==> src/rtl/mem_stage.sv <==
// mem_stage: MEM stage of the 5-stage LoongArch-style pipeline.
// Latches EX results, extracts load data, holds it across WB stalls.
module mem_stage #(
  parameter int EX_BUS_W = 108,
  parameter int WB_BUS_W = 70,
  parameter int ID_BUS_W = 38
) (
  input  logic                clk,
  input  logic                resetn,
  output logic                mem_allowin,
  input  logic                ex_to_mem_valid,
  input  logic [EX_BUS_W-1:0] ex_to_mem_bus,
  input  logic                wb_allowin,
  output logic                mem_to_wb_valid,
  output logic [WB_BUS_W-1:0] mem_to_wb_bus,
  output logic [ID_BUS_W-1:0] mem_to_id_bus,
  input  logic [31:0]         data_sram_rdata
);

  typedef struct packed {
    logic [31:0] pc;
    logic        res_from_mem;
    logic        rf_we;
    logic [4:0]  rf_waddr;
    logic [31:0] alu_result;
    logic [31:0] rkd_value;
    logic [1:0]  addr_low;
    logic        op_b;
    logic        op_h;
    logic        op_u;
  } ex_mem_t;

  ex_mem_t     w_ex;
  logic        w_unused;
  logic        w_allowin;
  logic        w_cap;
  logic [31:0] w_eff;
  logic [7:0]  w_byte;
  logic [15:0] w_half;
  logic [31:0] w_load;
  logic [31:0] w_wdata;
  logic        w_we;

  logic        r_valid;
  logic        r_first;
  logic [31:0] r_rbuf;
  logic [31:0] r_pc;
  logic        r_res_from_mem;
  logic        r_rf_we;
  logic [4:0]  r_waddr;
  logic [31:0] r_alu;
  logic [1:0]  r_addr_low;
  logic        r_op_b;
  logic        r_op_h;
  logic        r_op_u;

  assign w_ex     = ex_to_mem_bus;
  assign w_unused = ^w_ex.rkd_value;

  assign w_allowin = ~r_valid | wb_allowin;
  assign w_cap     = ex_to_mem_valid & w_allowin;

  always_ff @(posedge clk) begin
    if (!resetn) begin
      r_valid        <= 1'b0;
      r_first        <= 1'b0;
      r_rbuf         <= '0;
      r_pc           <= '0;
      r_res_from_mem <= 1'b0;
      r_rf_we        <= 1'b0;
      r_waddr        <= '0;
      r_alu          <= '0;
      r_addr_low     <= '0;
      r_op_b         <= 1'b0;
      r_op_h         <= 1'b0;
      r_op_u         <= 1'b0;
    end else begin
      if (w_allowin) begin
        r_valid <= ex_to_mem_valid;
      end
      r_first <= w_cap;
      // SRAM data is only valid in the first cycle; keep it for stalls
      if (r_valid & r_first) begin
        r_rbuf <= data_sram_rdata;
      end
      if (w_cap) begin
        r_pc           <= w_ex.pc;
        r_res_from_mem <= w_ex.res_from_mem;
        r_rf_we        <= w_ex.rf_we;
        r_waddr        <= w_ex.rf_waddr;
        r_alu          <= w_ex.alu_result;
        r_addr_low     <= w_ex.addr_low;
        r_op_b         <= w_ex.op_b;
        r_op_h         <= w_ex.op_h;
        r_op_u         <= w_ex.op_u;
      end
    end
  end

  assign w_eff  = r_first ? data_sram_rdata : r_rbuf;
  assign w_byte = w_eff[{r_addr_low, 3'b000} +: 8];
  assign w_half = r_addr_low[1] ? w_eff[31:16] : w_eff[15:0];

  always_comb begin
    w_load = w_eff;
    unique case (1'b1)
      r_op_b:  w_load = {{24{~r_op_u & w_byte[7]}}, w_byte};
      r_op_h:  w_load = {{16{~r_op_u & w_half[15]}}, w_half};
      default: w_load = w_eff;
    endcase
  end

  assign w_wdata = r_res_from_mem ? w_load : r_alu;
  assign w_we    = r_rf_we & r_valid;

  assign mem_allowin     = w_allowin;
  assign mem_to_wb_valid = r_valid;
  assign mem_to_wb_bus   = {r_pc, w_we, r_waddr, w_wdata};
  assign mem_to_id_bus   = {w_we, r_waddr, w_wdata};

endmodule
==> config.mk <==
export PLATFORM = sky130hd
export DESIGN_NAME = mem_stage
export DESIGN_NICKNAME = d
export VERILOG_FILES = /design/src/rtl/mem_stage.sv
export SDC_FILE = /design/constraint.sdc
export NUM_CORES = 1
export LEC_CHECK = 0
export ABC_AREA = 1
export ABC_CLOCK_PERIOD_IN_PS = 3200
export CORE_ASPECT_RATIO = 0.6
export CORE_UTILIZATION = 45
export DETAILED_ROUTE_END_ITERATION = 10
export GPL_ROUTABILITY_DRIVEN = 0
export GPL_TIMING_DRIVEN = 0
export MAX_ROUTING_LAYER = met4
export PLACE_DENSITY = 0.84
export SLEW_MARGIN = 5
export SYNTH_ARGS = -nofsm -noshare
export SYNTH_HDL_FRONTEND = slang
export SYNTH_SLANG_ARGS = --single-unit
==> constraint.sdc <==
create_clock -name clk -period 3.2 [get_ports clk]
set_clock_uncertainty 0.05 [all_clocks]
set_input_delay 0.48 -clock clk [delete_from_list [all_inputs] [get_ports clk]]
set_output_delay 0.48 -clock clk [all_outputs]
set_load 0.005 [all_outputs]
Yosys cells after proc, flatten, opt, wreduce, memory -nomap -nowiden
Index checks and enable logic that the tools add are counted.

cells by class
  bitwise logic cells = 8
  order comparisons = 0
  $mul = 0
  mux-type cells = 4
  add/subtract/negate cells = 0
  shift operators = 1
  div/mod/pow operators = 0
  eq/ne operators = 0
  reduce and logical (&&, ||, !) cells = 0

operator list
  cell               number
  $mux W32           2
  $pmux W32 S2       1
  $shiftx A32 B6 Y8  1
  $mux W16           1
  $and A1 B1 Y1      5
  $not A1 Y1         2
  $or A1 B1 Y1       1

word-level totals
  register bits = 110
  bits in latches = 0
  memories kept = 0
  output and inout port bits = 110
  bits in writable memories = 0
  bits in read-only memories = 0

Logic depth before layout (Yosys ltp)
  word-level depth = 5
  mapped depth = 13
  depth with buffers taken out = 11

Worst setup path before layout
Ideal clock, no wire load.

  kind = register to output
  start = register r_first
  end = output port mem_to_wb_bus[6]
  data arrival time = 1.367 ns
  slack = 1.303 ns
  path buffers = 4
  required time = 2.670 ns
  stages on the path, launching flop included = 12
  cell sequence = dfxtp_1 -> buf_6 -> inv_4 -> buf_8 -> buf_8 -> nand2_1 -> nand3_1 -> nand3_1 -> nand2_1 -> nand2_1 -> a21oi_1 -> buf_4

on the way
  word-level cells in the longest chain between the ends = 4
  elaborated cells between the ends (all ways) = 5
  classes of those cells = shift: 1; mux: 4

ends and longest elaborated chain
  element                                               RTL line  text
  start, declared                                       45        logic r_first;
  start signal, assigned                                81        r_first <= w_cap;
  $mux W32 *                                            100       assign w_eff = r_first ? data_sram_rdata : r_rbuf;
  $shiftx A32 B6 Y8 / $mux W16 (equally long branches)  101, 102
  $pmux W32 S2 *                                        106       unique case (1'b1)
  $mux W32 *                                            113       assign w_wdata = r_res_from_mem ? w_load : r_alu;
  end, declared                                         15        output logic [WB_BUS_W-1:0] mem_to_wb_bus,

Every way passes the cells marked *; elsewhere a longest branch is shown, timed or not.

Final worst setup path
  start = register r_first
  end = output port mem_to_wb_bus[3]

The elaborated chain is that of the path after synthesis.

==> key figures <==
Synthesis
  • Synth Warn #: 0
  • Cells after synthesis: about 950
  • Compound-cell area share of the yosys netlist: a little over an eighth
  • Post-Synth XOR/XNOR Area: 0%
  • Multiplexer share of the synthesized area: 0%
  • Cell accounting for the most synthesized area: dfxtp_1
  • Avg Cell Area, Syn: 6.34 µm²
  • Adder-cell share of the synthesized area: 0%
  • Top post-synthesis cells by area: dfxtp_1, nand2_1, nor2_1
  • Largest family of logic cells by synthesized area: simple AND/OR/NAND/NOR gates
  • Synthesized area: 5990 µm²
  • Unique cell type count in the Yosys netlist: 23
  • Synth Register Bits: 110
  • Most frequent cell after synthesis: nand2_1
  • Top FF cell, synth: dfxtp_1
  • Ys async rst share: 0%
  • Post-synth top area share: 36.7%
  • Number of synthesized flops with an enable pin: 0
  • Simple-gate share of the synthesized area: roughly a third
  • Commonest cells in the netlist: nand2_1, nor2_1, dfxtp_1, o21ai_0, nand3_1
  • Seq/Total Area, Yosys: between 30% and 40%
  • Mapped Nets: 1,089

Pwr
  • Int Power: 0.00263 W
  • Sequential share of power: between 30% and 40%
  • Switch share: 30.3%
  • Final Power: 0.00377 W
  • Clock network fraction of design power: 29.4%
  • Leakage Power: 3.95 nW
  • Gate power share: just over 30%
  • VDD IR max: approximately 0.00025 V
  • Switch Pwr: around 0.0011 W
  • Cell Pwr Density: approximately 430 nW/µm²

Setup path
  • CP required: between 2 and 3 ns
  • WP data arrival: between 2 and 3 ns
  • R2R Setup Slk: about 1.6 ns
  • Setup crit start kind: register
  • Crit Path Class: register to output port
  • Critical path endpoint category: output port
  • Maximum fanout along the worst path: 10

Status
  • Status: complete, no violations

Clock network
  • Postcts setup bufs: 0
  • Worst-skew pair later-pin latency: between 0.3 and 0.4 ns
  • CTS Buffer Depth: 2
  • Num Clock Sinks: between 100 and 150
  • Num CTS Buffers: 9
  • Clock-pin slew on the worst setup and hold paths: ~0.08 ns
  • H-tree Lvls: 3
  • CTS Hold Bufs: 0
  • CTS tree: done
  • Root Buffer: clkbuf_16

Route
  • Wirelength, routed: roughly 20 mm
  • Wire length per cell: approximately 15 µm
  • Via density: ~5
  • Via count: roughly 6,800
  • Residual DRC count: 0
  • Post-route ant nets: 0
  • First-pass detailed-route iteration total: 6
  • DRT iter0 DRCs: approximately 650

Timing
  • Worst-Margin Slew: 0.662 ns
  • Final setup TNS: 0 ns
  • Final setup viols: 0
  • RSZ-0062 raised after global routing: true
  • Max-slew headroom: between 50% and 60%
  • Max Clk Rate: ~0.32 GHz
  • Final Cycle Share: 96.8%
  • Minimum clock period: just over 3 ns
  • Slew Limit Fails: 0
  • Hold Vio Cnt, Final: 0

Cells and area
  • Reg area: 2200 µm²
  • Final Instance Count excl. Fillers: around 1,400
  • Fillers: between 1,000 and 1,500
  • Finished Cell Area: just under 9000 µm²
  • Final #Nets: between 1,000 and 1,500
  • Ant. Diodes: 0
  • Area Growth Syn to Fin: 45.6%
  • Multi-input gate area: just under 3000 µm²
  • Layout cell share with drive strength beyond 1: a little over 10%

Place
  • DPL Wire Length: approximately 16 mm
  • Placed insts: 1,336
  • Area post-placement: between 8000 and 9000 µm²
  • Port Buffers: 221

Floorplan
  • Core Rows: 32
  • Die Span Y: 91.4 µm
  • Die X: 151 µm
  • Core area: approximately 13,000 µm²
  • Io pins: 254
  • Die ar.: approximately 14,000 µm²
  • Starting density of the core: a little under half

Global routing
  • Pin count of the biggest net entering global routing: 21
  • Grt ovf: 0
  • First-pass GRT wire length: 31.2 mm
  • Vias in the first global route: just over 6,000
  • Initial antenna violation count: 0
  • Total track usage: 30.0%

Worst hold path
  • Worst hold path type: register to register

Flow run
  • Max-cap violations: 0
==> routing by layer <==
layer / part of all wire, % / track usage, % / routed length [µm]
met2: 43 / 44.6 / 8610
met3: 13 / 9.80 / 2510
met1: 44 / 40.0 / 8780
met5: 0 / - / 0
met4: 0.58 / 4.58 / 116
==> cell families after synthesis <==
kind of cell    Yosys count
flops                   110
compound gates          163
buf+inv                 163
simple gates            509
==> layout by cell type (no fill, tap or decap), types with 21 or more instances in the layout <==
| cell | Yosys | routed |
|---|---|---|
| inv_1 | 55 | 55 |
| nand2_1 | 213 | 213 |
| nor2_1 | 178 | 177 |
| clkdlybuf4s50_1 | 0 | 221 |
| buf_2 | 21 | 21 |
| buf_4 | 44 | 44 |
| clkbuf_1 | 33 | 32 |
| a21oi_1 | 57 | 55 |
| o21ai_0 | 88 | 88 |
| dfxtp_1 | 110 | 110 |
| nand3_1 | 85 | 85 |
==> state kept, by name, indices dropped and copies added, names as in the netlist <==
name	flops
r_pc	32
r_rf_we	1
r_first	1
r_op_u	1
mem_to_wb_valid	1
r_op_b	1
r_op_h	1
r_alu	32
r_res_from_mem	1
r_waddr	5
r_addr_low	2
r_rbuf	32
==> metrics by stage <==
| stage | setup WS, ns | hold slack, ns | utilization, % |
|---|---|---|---|
| floorplan | 1.30 | 0.379 | - |
| global placement | 0.132 | 0.391 | 65.1 |
| detailed placement | 0.158 | 0.395 | 65.1 |
| CTS | 0.0740 | 0.407 | 67.3 |
| global route | -0.0567 | 0.429 | 67.5 |
| finish | 0.103 | 0.407 | 67.5 |
==> power by group through the flow <==
stage | Combinational, W | Clock (W) | Sequential [W]
6_report | 0.00116 | 0.00111 | 0.00150
3_5_place_dp | 0.00114 | 0 | 0.00153
3_3_place_gp | 0.00112 | 0 | 0.00153
5_1_grt | 0.00127 | 0.00117 | 0.00151
4_1_cts | 0.00114 | 0.00112 | 0.00150
2_1_floorplan | 0.000557 | 0 | 0.00153
==> critical path, stage by stage, from the launching register on <==
cell and delay [ns]:
dfxtp_1 0.31, buf_6 0.14, inv_4 0.11, buf_8 0.15
buf_8 0.15, nand2_1 0.10, nand3_1 0.17, nand3_1 0.10
nand2_1 0.07, nand2_1 0.06, a21oi_2 0.22, buf_4 0.14
clkdlybuf4s50_1 0.49
==> repair_timing <==
| action | CTS | global route |
|---|---|---|
| pin swaps | 0 | 0 |
| resized for setup | 1 | 5 |
| endpoints found under the setup margin | 1 | 3 |
| cloned | 0 | 0 |
==> cell type report <==
| class | count | area share, % |
|---|---|---|
| clock buffer | 9 | 2.58 |
| inverter | 58 | 2.52 |
| multi-input combinational | 672 | 33.9 |
| sequential | 110 | 25.2 |
| timing repair buffer | 221 | 25.3 |
| tap | 170 | 2.44 |
| buffer | 105 | 7.32 |
| clock inverter | 7 | 0.717 |
==> path summary, 6_finish.rpt <==
check	from	cells after the start	to
setup reg to reg	mem_to_wb_valid	6	r_addr_low[0]
setup / recovery	r_first	12	mem_to_wb_bus[3]
hold reg to reg	r_rbuf[1]	2	r_rbuf[1]
hold / removal	r_rbuf[1]	2	r_rbuf[1]
Power figures use the tool's default switching activity.
